File: config.mk
export PLATFORM = sky130hd
export DESIGN_NAME = int32_reduce_acc
export DESIGN_NICKNAME = d
export VERILOG_FILES = /design/src/rtl/int32_reduce_acc_pkg.sv /design/src/rtl/sync_fifo_fwft.sv /design/src/rtl/int32_reduce_acc.sv
export SDC_FILE = /design/constraint.sdc
export NUM_CORES = 1
export LEC_CHECK = 0
export BUFFER_PORTS_ARGS = -buffer_cell sky130_fd_sc_hd__buf_2
export CAP_MARGIN = 25
export CORE_ASPECT_RATIO = 0.75
export CORE_MARGIN = 3
export CORE_UTILIZATION = 60
export DETAILED_ROUTE_END_ITERATION = 10
export GPL_ROUTABILITY_DRIVEN = 0
export HOLD_SLACK_MARGIN = 0.06
export MAX_ROUTING_LAYER = met4
export PLACE_DENSITY = 0.81
export REMOVE_ABC_BUFFERS = 1
export SYNTH_ARGS = -nofsm -noshare
export SYNTH_HDL_FRONTEND = slang
export SYNTH_SLANG_ARGS = --single-unit
File: constraint.sdc
create_clock -name clk -period 5.56 [get_ports clk]
set_clock_uncertainty 0.15 [all_clocks]
set_input_delay 0.278 -clock clk [delete_from_list [all_inputs] [get_ports clk]]
set_output_delay 0.278 -clock clk [all_outputs]
set_load 0.05 [all_outputs]
File: src/rtl/int32_reduce_acc_pkg.sv
// Shared types and constants for the int32 reduction accumulator.
package int32_reduce_acc_pkg;

    localparam int INT_W        = 32;
    localparam int TREE_LAT_DEF = 3;

    typedef enum logic {
        IDLE  = 1'b0,
        ACCUM = 1'b1
    } state_t;

endpackage

File: src/rtl/sync_fifo_fwft.sv
// Synchronous first-word-fall-through FIFO; the head entry is visible on rd_data while valid.
module sync_fifo_fwft #(
    parameter int WIDTH = 48,
    parameter int DEPTH = 2
) (
    input  logic                         clk,
    input  logic                         rst,
    input  logic                         push,
    input  logic [WIDTH-1:0]             push_data,
    input  logic                         pop,
    output logic [WIDTH-1:0]             rd_data,
    output logic                         valid,
    output logic                         full,
    output logic [$clog2(DEPTH+1)-1:0]   count
);

    localparam int AW = (DEPTH > 1) ? $clog2(DEPTH) : 1;
    localparam int CW = $clog2(DEPTH + 1);

    logic [WIDTH-1:0] mem [DEPTH];
    logic [AW-1:0]    wr_ptr;
    logic [AW-1:0]    rd_ptr;
    logic             do_push;
    logic             do_pop;

    function automatic logic [AW-1:0] next_ptr(input logic [AW-1:0] p);
        return (p == AW'(DEPTH - 1)) ? '0 : p + 1'b1;
    endfunction

    assign valid   = (count != '0);
    assign full    = (count == CW'(DEPTH));
    assign do_pop  = pop & valid;
    // A full FIFO can still take a push when the head leaves in the same cycle.
    assign do_push = push & (~full | do_pop);
    assign rd_data = valid ? mem[rd_ptr] : '0;

    always_ff @(posedge clk) begin
        if (do_push) begin
            mem[wr_ptr] <= push_data;
        end
    end

    always_ff @(posedge clk or posedge rst) begin
        if (rst) begin
            wr_ptr <= '0;
            rd_ptr <= '0;
            count  <= '0;
        end else begin
            if (do_push) begin
                wr_ptr <= next_ptr(wr_ptr);
            end
            if (do_pop) begin
                rd_ptr <= next_ptr(rd_ptr);
            end
            case ({do_push, do_pop})
                2'b10:   count <= count + 1'b1;
                2'b01:   count <= count - 1'b1;
                default: count <= count;
            endcase
        end
    end

endmodule

File: src/rtl/int32_reduce_acc.sv
// Accumulates add-tree beats into reduction sums and queues completed results behind a credit check.
module int32_reduce_acc
    import int32_reduce_acc_pkg::*;
#(
    parameter int TREE_LAT  = TREE_LAT_DEF,
    parameter int OUT_DEPTH = 2,
    parameter int CNT_W     = 16
) (
    input  logic                    clk,
    input  logic                    rst,
    input  logic                    in_valid,
    input  logic                    in_last,
    output logic                    in_ready,
    input  logic signed [INT_W-1:0] tree_sum,
    output logic                    out_valid,
    input  logic                    out_ready,
    output logic signed [INT_W-1:0] out_data,
    output logic [CNT_W-1:0]        out_count,
    output logic                    busy
);

    localparam int LW  = $clog2(TREE_LAT + OUT_DEPTH + 1) + 1;
    localparam int FCW = $clog2(OUT_DEPTH + 1);
    localparam int FW  = INT_W + CNT_W;

    logic                    acc_in;
    logic [TREE_LAT-1:0]     vld_sr;
    logic [TREE_LAT-1:0]     last_sr;
    logic                    d_valid;
    logic                    d_last;
    logic [LW-1:0]           lasts_inflight;

    state_t                  state_q, state_d;
    logic signed [INT_W-1:0] acc_q, acc_d;
    logic [CNT_W-1:0]        cnt_q, cnt_d;
    logic                    fifo_push;
    logic signed [INT_W-1:0] push_sum;
    logic [CNT_W-1:0]        push_cnt;

    logic                    fifo_pop;
    logic                    fifo_full;
    logic [FCW-1:0]          fifo_count;
    logic [FW-1:0]           fifo_head;

    function automatic logic [CNT_W-1:0] sat_inc(input logic [CNT_W-1:0] c);
        return (&c) ? c : c + 1'b1;
    endfunction

    assign acc_in  = in_valid & in_ready;
    assign d_valid = vld_sr[TREE_LAT-1];
    assign d_last  = last_sr[TREE_LAT-1];

    // Issue -> tree output: flags ride alongside the tree, never stalled.
    always_ff @(posedge clk or posedge rst) begin
        if (rst) begin
            vld_sr  <= '0;
            last_sr <= '0;
        end else begin
            vld_sr[0]  <= acc_in;
            last_sr[0] <= acc_in & in_last;
            for (int i = 1; i < TREE_LAT; i++) begin
                vld_sr[i]  <= vld_sr[i-1];
                last_sr[i] <= last_sr[i-1];
            end
        end
    end

    always_ff @(posedge clk or posedge rst) begin
        if (rst) begin
            lasts_inflight <= '0;
        end else begin
            case ({acc_in & in_last, d_valid & d_last})
                2'b10:   lasts_inflight <= lasts_inflight + 1'b1;
                2'b01:   lasts_inflight <= lasts_inflight - 1'b1;
                default: lasts_inflight <= lasts_inflight;
            endcase
        end
    end

    // Every last beat already in flight has a FIFO slot reserved.
    assign in_ready = (LW'(OUT_DEPTH) - LW'(fifo_count)) > lasts_inflight;

    // Tree output -> accumulator / FIFO push.
    always_ff @(posedge clk or posedge rst) begin
        if (rst) begin
            state_q <= IDLE;
            acc_q   <= '0;
            cnt_q   <= '0;
        end else begin
            state_q <= state_d;
            acc_q   <= acc_d;
            cnt_q   <= cnt_d;
        end
    end

    always_comb begin
        state_d   = state_q;
        acc_d     = acc_q;
        cnt_d     = cnt_q;
        fifo_push = 1'b0;
        push_sum  = acc_q + tree_sum;
        push_cnt  = sat_inc(cnt_q);
        case (state_q)
            IDLE: begin
                if (d_valid) begin
                    if (d_last) begin
                        fifo_push = 1'b1;
                        push_sum  = tree_sum;
                        push_cnt  = CNT_W'(1);
                    end else begin
                        acc_d   = tree_sum;
                        cnt_d   = CNT_W'(1);
                        state_d = ACCUM;
                    end
                end
            end
            ACCUM: begin
                if (d_valid) begin
                    if (d_last) begin
                        fifo_push = 1'b1;
                        acc_d     = '0;
                        cnt_d     = '0;
                        state_d   = IDLE;
                    end else begin
                        acc_d = acc_q + tree_sum;
                        cnt_d = sat_inc(cnt_q);
                    end
                end
            end
            default: state_d = IDLE;
        endcase
    end

    assign busy     = (state_q == ACCUM) | (|vld_sr);
    assign fifo_pop = out_valid & out_ready;

    // FIFO -> consumer.
    sync_fifo_fwft #(
        .WIDTH (FW),
        .DEPTH (OUT_DEPTH)
    ) u_fifo (
        .clk       (clk),
        .rst       (rst),
        .push      (fifo_push),
        .push_data ({push_sum, push_cnt}),
        .pop       (fifo_pop),
        .rd_data   (fifo_head),
        .valid     (out_valid),
        .full      (fifo_full),
        .count     (fifo_count)
    );

    assign out_data  = fifo_head[FW-1:CNT_W];
    assign out_count = fifo_head[CNT_W-1:0];

endmodule
==> results of run 1 <==
-- state kept, by name (all words and copies together), names as in the netlist, named ones only --
signal and count:
u_fifo.rd_ptr 1, u_fifo.wr_ptr 1, lasts_inflight 4, acc_q 32, cnt_q 16, vld_sr 3
u_fifo.count 2, last_sr 3, u_fifo.mem 96
-- layer usage --
metal,part of all wire,global-route usage,up-vias
li1,-,-,3371
met1,0.44,0.3850,3385
met2,0.46,0.4366,362
met5,0,-,-
met3,0.083,0.04272,32
met4,0.016,0.08318,0
-- stage by stage --
stage	instances	worst slack (ns)	instance area (um^2)	hold slack (ns)	total power [mW]
6_report	1178	1.989	10480	0.08478	2.637
5_1_grt	1178	1.852	10480	0.07888	2.712
4_1_cts	1178	2.080	10480	0.06709	2.650
3_5_place_dp	1120	2.195	9594	0.1870	1.405
3_3_place_gp	1118	2.263	9554	0.1849	1.402
2_1_floorplan	825	0.6905	8762	0.1812	1.361
-- kinds of logic (layout without fill, tap and decap cells) --
| family | after synthesis | count (layout) |
|---|---|---|
| compound gates | 206 | 206 |
| xor+xnor | 47 | 47 |
| fa+ha+maj | 43 | 43 |
| buf+inv | 68 | 177 |
| flops | 159 | 159 |
| mux | 55 | 55 |
| simple gates | 296 | 296 |
-- layout make-up --
cell class              count  share of cell area
flip-flops and latches    159              0.4255
clock buffers              17             0.04058
multi-input cells         647              0.4064
clock inverters            15             0.01934
well taps                 195             0.02328
repair buffers            126             0.07806
inverters                  19            0.006804
-- repair_timing --
| action | in CTS | in global routing |
|---|---|---|
| gates resized for setup | 0 | 0 |
| hold buffers | 26 | 0 |
| hold endpoints to repair | 107 | 0 |
-- placed cells by master, fill, tap and decap left out, types with 4 or more instances in the layout --
cell                            count
sky130_fd_sc_hd__ha_1              40
sky130_fd_sc_hd__nand4_1            9
sky130_fd_sc_hd__inv_1             18
sky130_fd_sc_hd__a221o_1           26
sky130_fd_sc_hd__buf_2             87
sky130_fd_sc_hd__o21ai_1            7
sky130_fd_sc_hd__dfrtp_1           62
sky130_fd_sc_hd__o21ai_0           33
sky130_fd_sc_hd__a31oi_1            8
sky130_fd_sc_hd__xor2_1            16
sky130_fd_sc_hd__a21o_1            17
sky130_fd_sc_hd__nor2_1           126
sky130_fd_sc_hd__xnor2_1           31
sky130_fd_sc_hd__clkbuf_16         17
sky130_fd_sc_hd__nand2_1          110
sky130_fd_sc_hd__dlygate4sd3_1     26
sky130_fd_sc_hd__and3_1             6
sky130_fd_sc_hd__nor3_1             4
sky130_fd_sc_hd__mux2_2             4
sky130_fd_sc_hd__a21boi_0           4
sky130_fd_sc_hd__o221ai_1           6
sky130_fd_sc_hd__o211a_1            4
sky130_fd_sc_hd__buf_4             11
sky130_fd_sc_hd__nand3_1           13
sky130_fd_sc_hd__o21a_1             6
sky130_fd_sc_hd__a21oi_1           42
sky130_fd_sc_hd__o31ai_1            4
sky130_fd_sc_hd__edfxtp_1          96
sky130_fd_sc_hd__mux2i_1           51
sky130_fd_sc_hd__inv_6              4
sky130_fd_sc_hd__a22oi_1           30
-- final timing paths --
kind | from | end | slack (ns) | cells after the start
worst max-delay path | tree_sum[0] | u_fifo.mem[0][46]$_DFFE_PP_ | 1.99 | 13
worst min-delay path | tree_sum[10] | u_fifo.mem[1][26]$_DFFE_PP_ | 0.08 | 2
worst max register to register | u_fifo.count[0]$_DFFE_PP0P_ | lasts_inflight[3]$_DFFE_PP0P_ | 2.12 | 16
worst min register to register | last_sr[0]$_DFF_PP0_ | last_sr[1]$_DFF_PP0_ | 0.20 | 0
max in group asynchronous | rst | u_fifo.rd_ptr$_DFFE_PP0P_ | 4.15 | 4
min in group asynchronous | rst | acc_q[10]$_DFFE_PP0P_ | 0.51 | 4
-- power groups by stage --
stage	logic [mW]	clock network, mW	registers [mW]
after detailed placement	0.125	0	1.28
after global placement	0.122	0	1.28
after floorplan	0.0810	0	1.28
after global routing	0.158	1.30	1.25
after CTS	0.140	1.25	1.26
final	0.142	1.24	1.26
==> reports/qor.tcl, run 1 <==
set qor(status) {finished, final reports clean}
set qor(io-pin-count) 88
set qor(cts_setup_buffers) 0
set qor(finalHoldViolCount) 0
set qor(clock_latency_ns) 0.43
set qor(syn_to_final_growth_pct) 17.14
set qor(xor_xnor_cell_area_share_of_the_yosys_netlist) 0.04600
set qor(seq_power_share) 0.476
set qor(fmax_mhz) 280.0
set qor(seq_area_frac_synth) 0.4983
set qor(wl_um) 21920
set qor(crit_family) {compound AO/OA/AOI/OAI gates}
set qor(detail_route.vias_per_cell) 6.070
set qor(vdd.ir_drop.worst_uv) 215.7
set qor(cts_made_buffers) 17
set qor(overall_die_height_um) 111.8
set qor(power.share.switching) 0.2274
set qor(final-setup-viol-count) 0
set qor(synth-edff-count) 96
set qor(critical-path-top-cell-by-count) {sky130_fd_sc_hd__a21oi_1}
set qor(period_share) 0.6422
set qor(grt_setup_unrepaired) {false}
set qor(timing_max_transition_violations_final) 0
set qor(main_combinational_cell_family_by_area_after_synthesis) {compound AO/OA/AOI/OAI gates}
set qor(multiInputGateArea_um2) 4260
set qor(synth_compound_area_frac) 0.1632
set qor(detail_route.iter0.violations) 807
set qor(place.port_buffers) 87
set qor(most_numerous_cell_types_in_the_synthesized_netlist) {sky130_fd_sc_hd__nor2_1 (129), sky130_fd_sc_hd__nand2_1 (110), sky130_fd_sc_hd__edfxtp_1 (96)}
set qor(async_flop_share) 0.3962
set qor(max_cap_viol_count) 0
set qor(worst_setup_hold_path_clk_slew_ns) 0.07
set qor(critical_path_start_end_classification) {input port to flop}
set qor(post_synth_mux_area_share) 0.06208
set qor(synth.ff_latch_count) 159
set qor(core-area_um2) 14170
set qor(cell_types_with_the_largest_area_share_after_synthesis) {sky130_fd_sc_hd__edfxtp_1 (32%), sky130_fd_sc_hd__dfrtp_1 (18%), sky130_fd_sc_hd__ha_1 (5.7%)}
set qor(instance_count_of_the_mapped_netlist) 874
set qor(vias) 7150
set qor(post_synth_and_or_nand_nor_area_fraction) 0.1398
set qor(internal-power_mw) 2.037
set qor(dpl.hpwl_um) 13830
set qor(syn_area_per_cell_um2) 10.24
set qor(pwr_density_cell_nw_per_um2) 251.5
set qor(globalRouteTotalUtil) 0.2803
set qor(final-seq-area_um2) 4461
set qor(drc) 0
set qor(critical_path.endpoint_type) {flop}
set qor(synth.largest_area_cell) {sky130_fd_sc_hd__edfxtp_1}
set qor(time_the_worst_path_needs_with_i_o_delays_and_setup_ns) 3.571
set qor(cp_cell_sequence) {dlygate4sd3_1 -> buf_2 -> ha_1 -> fa_1 -> a21oi_1 -> nand4b_1 -> a21oi_1 -> o31a_1 -> a21bo_1 -> a221o_1 -> a21oi_1 -> xor2_1 -> o21ai_1}
set qor(worst-path-max-fanout) 4
set qor(final_antenna_net_count) 0
set qor(worstHoldPathType) {input port to flop}
set qor(arrival_time_of_data_at_the_critical_path_endpoint_ns) 3.59
set qor(floorplan.initialDensity) 0.6317
set qor(first_global_vias) 7071
set qor(floorplan.rows) 37
set qor(start_kind) {input port}
set qor(overflow) 0
set qor(fin_util) 0.7400
set qor(count_of_warnings_emitted_by_yosys) 0
set qor(yosysMostFrequentCell) {sky130_fd_sc_hd__nor2_1}
set qor(clock-root-buffer) {sky130_fd_sc_hd__clkbuf_16}
set qor(postSynth.topFlopCell) {sky130_fd_sc_hd__edfxtp_1}
set qor(tritoncts_num_sinks) 159
set qor(dr.pass1.iters) 5
set qor(clockBufferDepth) 2
set qor(antennaDiodeCount) 0
set qor(number_of_nets_in_the_finished_design) 1050
set qor(grt_antenna_before_repair) 0
set qor(critPathMaxStageDelay_ns) 0.55
set qor(netlist_area_um2) 8949
set qor(final.fill_count) 982
set qor(maxSlewHeadroom) 0.2992
set qor(setup_tns_ns) 0
set qor(slowest_stage_cell_on_the_critical_path) {sky130_fd_sc_hd__dlygate4sd3_1}
set qor(tritoncts) {yes}
set qor(post_synth_fa_ha_maj_area_fraction) 0.06180
set qor(die-area_um2) 16430
set qor(combinational_cell_fraction_of_total_power) 0.054
set qor(leakage_nw) 4.556
set qor(dieWidth_um) 147.0
set qor(yosys.area.top_type_share) 0.3221
set qor(htree_num_levels) 4
set qor(power.net_switching_mw) 0.5995
set qor(synth_cell_types) 57
set qor(tightest_slew_ns) 1.049
set qor(per_cell_routed_wire_length_um) 18.61
set qor(critPathBufInv) 2
set qor(p_clk_frac) 0.470
set qor(required_ns) 5.58
set qor(grt_max_degree) 64
set qor(grt_pass1_wl_um) 35960
set qor(final_layout_size_suffix_gt1_frac) 0.1536
Note: power is estimated with default switching activity, not from simulation.
==> run 2, diff against run 1 <==
==> constraint.sdc (replaced) <==
create_clock -name clk -period 3.63 [get_ports clk]
set_clock_uncertainty 0.15 [all_clocks]
set_input_delay 0.1815 -clock clk [delete_from_list [all_inputs] [get_ports clk]]
set_output_delay 0.1815 -clock clk [all_outputs]
set_load 0.05 [all_outputs]
==> run 2 against run 1 <==
Net effect:
- die area unchanged
- combinational power up 61%
- non-clock buffer count up 18
==> reports/qor.tcl, run 2 (synthesis gave the netlist of run 1 again) <==
set qor(cts_made_buffers) 17
set qor(leakage_nw) 4.626
set qor(startpoint_of_the_most_critical_setup_path) {tree_sum[1]}
set qor(vias) 7362
set qor(period_share) 0.9446
set qor(final_cell_mix) {sky130_fd_sc_hd__nor2_1 (126), sky130_fd_sc_hd__nand2_1 (110), sky130_fd_sc_hd__edfxtp_1 (96), sky130_fd_sc_hd__buf_2 (87), sky130_fd_sc_hd__dfrtp_1 (62)}
set qor(place.port_buffers) 87
set qor(critical_path_start_end_classification) {input port to flop}
set qor(per_cell_routed_wire_length_um) 18.18
set qor(clock-root-buffer) {sky130_fd_sc_hd__clkbuf_16}
set qor(globalRouteTotalUtil) 0.2757
set qor(largest_register_ffs) 96
set qor(timing.critical_path.depth) 12
set qor(io-pin-count) 88
set qor(critical_path.endpoint_type) {flop}
set qor(total_power_mw) 3.973
set qor(status) {finished, final reports clean}
set qor(layout_commonest_cell) {sky130_fd_sc_hd__nor2_1}
set qor(critPathBufInv) 2
set qor(pre_cts_slack_ns) 0.2050
set qor(time_the_worst_path_needs_with_i_o_delays_and_setup_ns) 3.429
set qor(dpl.hpwl_um) 13610
set qor(vdd.ir_drop.worst_uv) 339.4
set qor(core-area_um2) 14170
set qor(dr.pass1.iters) 5
set qor(grt_max_degree) 64
set qor(registers.top_by_ff_count) {u_fifo.mem}
set qor(detail_route.vias_per_cell) 6.156
set qor(syn_to_final_growth_pct) 18.74
set qor(fin_worst_hold_slack_ns) 0.2092
set qor(worst_setup_hold_path_clk_slew_ns) 0.07
set qor(slowest_stage_cell_on_the_critical_path) {sky130_fd_sc_hd__dlygate4sd3_1}
set qor(rrSetupSlack_ns) 0.25
set qor(clockBufferDepth) 2
set qor(htree_num_levels) 4
set qor(arrival_time_of_data_at_the_critical_path_endpoint_ns) 3.45
set qor(worstRegToRegCells) 11
set qor(hold_start) {last_sr[0]$_DFF_PP0_}
set qor(setup_tns_ns) 0
set qor(final_layout_size_suffix_gt1_frac) 0.1578
set qor(timing_max_transition_violations_final) 0
set qor(overall_die_height_um) 111.8
set qor(required_ns) 3.65
set qor(final_critical_path_setup_slack_ns) 0.2010
set qor(overflow) 0
set qor(final_antenna_net_count) 0
set qor(wl_um) 21750
set qor(hold-path-cell-count) 0
set qor(grt_setup_unrepaired) {false}
set qor(max_cap_viol_count) 0
set qor(drc) 0
set qor(floorplan.initialDensity) 0.6317
set qor(grt_pass1_wl_um) 35880
set qor(die-area_um2) 16430
set qor(start_kind) {input port}
set qor(maxSlewHeadroom) 0.3504
set qor(floorplan.rows) 37
set qor(tritoncts) {yes}
set qor(crit_family) {compound AO/OA/AOI/OAI gates}
set qor(first_global_vias) 7174
set qor(cp_cell_sequence) {dlygate4sd3_1 -> buf_2 -> ha_1 -> a211o_1 -> a211oi_2 -> o211a_1 -> o31ai_4 -> a221o_1 -> a31oi_1 -> a21o_2 -> mux2i_1 -> xnor2_1}
set qor(finalHoldViolCount) 0
set qor(clock_latency_ns) 0.42
set qor(tritoncts_num_sinks) 159
set qor(dp_cells) 1126
set qor(dieWidth_um) 147.0
set qor(pwr_density_cell_nw_per_um2) 373.9
set qor(final_cell_count_no_fill) 1196
set qor(fmax_mhz) 291.6
set qor(critPathMaxStageDelay_ns) 0.54
set qor(grt_antenna_before_repair) 0
set qor(timing.rr.start) {acc_q[0]$_DFFE_PP0P_}
set qor(final-setup-viol-count) 0
set qor(detail_route.iter0.violations) 613
set qor(worst-path-max-fanout) 4
set qor(number_of_nets_in_the_finished_design) 1068
set qor(largestRegisters) {u_fifo.mem (96), acc_q (32), cnt_q (16)}
set qor(tightest_slew_ns) 0.9721
set qor(worstHoldPathType) {flop to flop}
set qor(antennaDiodeCount) 0
-- run 2: changes by cell type in the layout (fill, tap and decap cells not counted), sizes merged --
cell and delta:
bufinv -1, dlygate4sd3 +11, buf +7, inv +4, clkinv -3
-- run 2: layout make-up --
cell class	count	area, um^2
Sequential cell	159	4461
Clock buffer	17	425.4
Multi-Input combinational cell	647	4259
Timing Repair Buffer	144	993.5
Tap cell	195	244.0
Fill cell	941	3541
Inverter	19	71.32
Clock inverter	15	171.4
-- run 2: worst paths after layout --
path	end
min	last_sr[1]$_DFF_PP0_
max reg2reg	u_fifo.mem[0][46]$_DFFE_PP_
min reg2reg	last_sr[1]$_DFF_PP0_
max in group asynchronous	u_fifo.rd_ptr$_DFFE_PP0P_
min in group asynchronous	lasts_inflight[2]$_DFFE_PP0P_
max	u_fifo.mem[1][47]$_DFFE_PP_
-- run 2: where the power goes --
part | internal, mW | total (mW) | switching, mW
clock network | 1.04 | 1.82 | 0.782
logic | 0.0992 | 0.228 | 0.129
registers | 1.92 | 1.92 | 0.00127
total | 3.06 | 3.97 | 0.912
-- run 2: metal layers --
metal  global-route usage  up-vias  part of all wire
met5                    -        -                 0
met4              0.08318        0             0.020
met3              0.04353       43             0.075
met2               0.4290      373              0.46
met1               0.3783     3521              0.45
li1                     -     3425                 -
-- run 2: what timing repair did --
item,4_1_cts,5_1_grt
resized for setup,0,2
hold buffers,37,0
endpoints found under the setup margin,0,1
setup buffers,0,1
hold endpoints to repair,156,0
-- run 2: metrics by stage --
step / instance area [um^2] / util
after global routing: 10630 / 0.7500
final: 10630 / 0.7500
after CTS: 10610 / 0.7492
after global placement: 9647 / 0.6810
after detailed placement: 9647 / 0.6810
after floorplan: 8762 / -
